[config.mk]
export PLATFORM = sky130hd
export DESIGN_NAME = mux_rr_arbiter
export DESIGN_NICKNAME = d
export VERILOG_FILES = /design/src/rtl/mux_rr_arbiter.sv
export SDC_FILE = /design/constraint.sdc
export NUM_CORES = 1
export LEC_CHECK = 0
export ABC_AREA = 1
export CORE_UTILIZATION = 37
export CTS_CLUSTER_DIAMETER = 150
export DETAILED_ROUTE_END_ITERATION = 10
export GPL_TIMING_DRIVEN = 0
export PLACE_DENSITY = 0.85
export SETUP_SLACK_MARGIN = 0.5
export SYNTH_ARGS = -nofsm -noshare
export SYNTH_HDL_FRONTEND = slang
export SYNTH_SLANG_ARGS = --single-unit
[constraint.sdc]
create_clock -name clk -period 1.6 [get_ports clk]
set_input_delay 0.16 -clock clk [delete_from_list [all_inputs] [get_ports clk]]
set_output_delay 0.16 -clock clk [all_outputs]
set_load 0.01 [all_outputs]
[src/rtl/mux_rr_arbiter.sv]
// Round-robin N:1 channel multiplexer with a single-entry registered output.
// The winner among the valid requesters (scanned from last_gnt+1, wrapping) is
// granted whenever the output register is empty or being drained this cycle.
module mux_rr_arbiter #(
    parameter int N     = 4,
    parameter int W     = 8,
    parameter int SEL_W = $clog2(N)
) (
    input  logic             clk,
    input  logic             rst_n,
    input  logic [N-1:0]     in_valid,
    input  logic [N*W-1:0]   in_data,
    output logic [N-1:0]     in_ready,
    output logic             out_valid,
    output logic [W-1:0]     out_data,
    output logic [SEL_W-1:0] out_sel,
    input  logic             out_ready,
    output logic [SEL_W-1:0] last_gnt
);

    localparam int unsigned NU = N;

    typedef enum logic {
        EMPTY = 1'b0,
        FULL  = 1'b1
    } state_t;

    state_t           state, state_n;
    logic [W-1:0]     data_n;
    logic [SEL_W-1:0] sel_n;
    logic [SEL_W-1:0] gnt_n;
    logic [SEL_W-1:0] cand;
    logic [SEL_W-1:0] win_idx;
    logic             win_found;
    logic             can_accept;
    logic             transfer;

    assign out_valid = (state == FULL);

    // Priority scan starting just after the most recent grant, wrapping modulo N.
    always_comb begin
        win_found = 1'b0;
        win_idx   = '0;
        cand      = '0;
        for (int unsigned k = 1; k <= NU; k++) begin
            cand = SEL_W'((32'(last_gnt) + k) % NU);
            if (!win_found && in_valid[cand]) begin
                win_found = 1'b1;
                win_idx   = cand;
            end
        end
    end

    // Grant the winner only when the output register can take a beat; the reset
    // term keeps in_ready low during the reset cycle itself.
    always_comb begin
        can_accept = !out_valid || out_ready;
        in_ready   = '0;
        if (rst_n && win_found && can_accept) begin
            in_ready[win_idx] = 1'b1;
        end
        transfer = |(in_valid & in_ready);
    end

    // Next-state and next-register values: refill on transfer, drain otherwise.
    always_comb begin
        state_n = state;
        data_n  = out_data;
        sel_n   = out_sel;
        gnt_n   = last_gnt;
        if (transfer) begin
            state_n = FULL;
            data_n  = in_data[win_idx*W +: W];
            sel_n   = win_idx;
            gnt_n   = win_idx;
        end else if (out_valid && out_ready) begin
            state_n = EMPTY;
        end
    end

    // State and output register with synchronous active-low reset.
    always_ff @(posedge clk) begin
        if (!rst_n) begin
            state    <= EMPTY;
            out_data <= '0;
            out_sel  <= '0;
            last_gnt <= SEL_W'(N - 1);
        end else begin
            state    <= state_n;
            out_data <= data_n;
            out_sel  <= sel_n;
            last_gnt <= gnt_n;
        end
    end

endmodule

==> results.md <==
- Clock skew: 0.00158 ns
- Initial core utilization: 40.5%
- Critical path required time: 1.44 ns
- Register-to-Register Path Depth: 16
- Largest stage delay, worst path: 0.40 ns
- Max Cap Viol: 0
- Post-synth top area share: 29.5%
- Peak supply drop: 0.000901 V
- First-pass DRT Iterations: 7
- Setup ws final: -0.565 ns
- Die H: 57.9 um
- IO Port Bufs: 55
- Root Driver: clkbuf_4
- Failing checks: design-rule violations, negative setup slack
- Hold path startpoint: out_sel[1]$_SDFFE_PN0P_
- Worst Hold End: out_sel[1]$_SDFFE_PN0P_
- Status: complete, but fails checks
- Die width: 57.9 um
- Routability cong.: 0.803
- Synthesized area per cell: 5.67 um^2
- Final antenna-violating net count: 0
- Relative max-transition margin: 80.2%
- Max Buffers Root-to-Sink: 2
- Final setup viols: 16
- Total Wirelength: 4.00 mm
- FF-to-FF End: out_data[0]$_SDFFE_PN0P_
- WHS: 0.475 ns
- Final period utilization: 135%
- # rows: 19
- Die Area: 3350 um^2
- First-pass GRT wire length: 6.29 mm
- Syn nets: 243
- Vias in the first global route: 1421
- N_diodes: 0
- Via-to-Cell Ratio: 4.97
- Clock sink total: 13
- Final instance area: 2060 um^2
- Worst skew pair latency: 0.28 ns
- WS Path Type: flop to output pin
- Final net count: 321
- Reg clk slew, reported paths: 0.09 ns
- Placed Area: 1790 um^2
- FF-to-FF Start: last_gnt[0]$_SDFFE_PN1P_
- Cell mode on critical path: nand2_2
- Commonest cells after routing, fill and taps aside: nand2_1, clkdlybuf4s50_1, nand2_2
- Seq/Total Area, Yosys: 22.5%
- Count of state elements after synthesis: 13
- P&R area growth vs syn: 78.4%
- Layout cells sized above 1: 31.3%
- Setup WS pre-CTS: -0.842 ns
- Commonest non-fill, non-tap cell in the layout: nand2_1
- DR vias: 1551
- Post-synthesis cell area: 1160 um^2
- Top cells by area, synth: nand2_1, dfxtp_1, nand2_2, nand3_1, nor2_1
- Hold-fix buffers, CTS: 0
- Fillers: 226
- I/O Pins: 56
- WP data arrival: 2.00 ns
- H-tree levels: 1
- Hold WC Path Type: flop to flop
- WL/cell: 12.8 um
- Worst-margin pin slew: 0.295 ns
- Fin crit period: 2.16 ns
- Crit. End Element: output pin
- Final max-slew violation count: 0
- Final hold vios: 0
- Core area: 2850 um^2
- Worst Setup Start Kind: flop
- Power per cell area: 1900 nW/um^2
- RSZ-0062 raised after global routing: true
- Crit path cell chain: buf_8 > inv_8 > nand2_1 > nand3_2 > nand2_2 > nor2_4 > nand2_2 > nand2_1 > nand2_2 > nand2_4 > buf_8 > nor3_4 > buf_2
- Grt total ovfl: 0
- Largest net degree at the start of global routing: 11
- GRT Total Usage: 24.2%
- Initial antenna violation count: 0
- Largest area contributor in the netlist: nand2_1
- Hold Path Depth: 2
- Yosys warnings: 0
- Register-to-register setup slack: -0.48 ns
- TritonCTS clock tree: done
- Worst path slowest cell: dfxtp_4
- Post-Syn Instances: 204
- Fmax: 462 MHz
- Netlist cell types: 22
- Hpwl dp: 2.66 mm
- Drc violations: 3
- Crit-path max FO: 5
- LEAKAGE: 1.08 nW
- Initial DRC count: 66
- CTS buffer count: 3
metal layers:
metal | GRT usage, % | vias to the layer above | share of wire [%]
li1 | - | 781 | -
met2 | 41.1 | 59 | 51
met1 | 33.0 | 701 | 42
met3 | 0.893 | 10 | 5.2
met4 | 8.16 | 0 | 2.0
met5 | 0 | - | 0
synthesized netlist by cell type:
| cell type | n |
|---|---|
| nor2_1 | 17 |
| buf_4 | 3 |
| nand2_4 | 3 |
| o21ai_1 | 1 |
| nand2_1 | 91 |
| o211ai_1 | 2 |
| inv_1 | 15 |
| buf_8 | 1 |
| nand2_2 | 20 |
| buf_12 | 1 |
| nand4_1 | 1 |
| clkinv_1 | 1 |
| nand3_2 | 1 |
| a21oi_1 | 3 |
| buf_2 | 1 |
| nor3_1 | 4 |
| nor2_4 | 1 |
| inv_6 | 1 |
| dfxtp_1 | 13 |
| inv_2 | 4 |
| nand3_1 | 18 |
| nor2_2 | 2 |
sequential cells by signal (all words and copies together), names as in the netlist:
register and cells:
last_gnt 2, out_data 8, out_valid 1, out_sel 2
kinds of logic after synthesis:
group,share of synthesized area [%]
AO/OA/AOI/OAI,3.03
flip-flops,22.5
AND/OR/NAND/NOR,61.8
buffers and inverters,12.7
stage by stage:
stage / TNS [ns] / total power [mW] / utilization (%) / std cells
after floorplan: -0.807 / 2.32 / - / 204
after CTS: -5.19 / 3.74 / 69.8 / 309
final: -7.36 / 3.93 / 72.3 / 312
after global routing: -8.86 / 4.22 / 72.3 / 312
after global placement: -7.31 / 3.03 / 62.8 / 290
after detailed placement: -8.14 / 3.08 / 62.8 / 290
report_power, final:
group / total (mW) / switching (mW) / internal, mW
Combinational: 3.20 / 1.80 / 1.40
Sequential: 0.520 / 0.0847 / 0.436
Clock: 0.208 / 0.115 / 0.0927
Total: 3.93 / 2.00 / 1.93
critical path: cells and delay by family (launching register included):
kind	cells	cell delay [ns]
buffers and inverters	4	0.47
DFF	1	0.40
and+or+nand+nor	9	0.84
repair_timing:
item / 4_1_cts / 5_1_grt
setup endpoints to repair: 30 / 22
gates resized for setup: 53 / 17
setup buffers: 13 / 3
gates cloned: 2 / 0
pin swaps: 8 / 1
layout make-up:
class                      instances  area (um^2)  area share (%)
multi-input combinational        164          878            42.6
timing repair buffer              72          671            32.5
sequential                        13          268            13.0
inverter                          21         88.8            4.31
buffer                             6         83.8            4.07
tap                               31         38.8            1.88
clock buffer                       3         22.5            1.09
timing repair inverter             1         6.26           0.303
clock inverter                     1         5.00           0.243
how the worst max path moves through the flow:
stage / startpoint / endpoint / slack (ns) / cells after the start
2_1_floorplan: last_gnt[0]$_SDFFE_PN1P_ / out_data[0]$_SDFFE_PN0P_ / -0.06 / 17
3_3_place_gp: in_valid[3] / in_ready[3] / -0.79 / 13
3_5_place_dp: in_valid[3] / in_ready[2] / -0.84 / 13
4_1_cts: last_gnt[0]$_SDFFE_PN1P_ / in_ready[2] / -0.50 / 14
5_1_grt: last_gnt[0]$_SDFFE_PN1P_ / in_ready[2] / -0.65 / 12
6_report: last_gnt[0]$_SDFFE_PN1P_ / in_ready[3] / -0.56 / 13
Power figures use the tool's default switching activity.
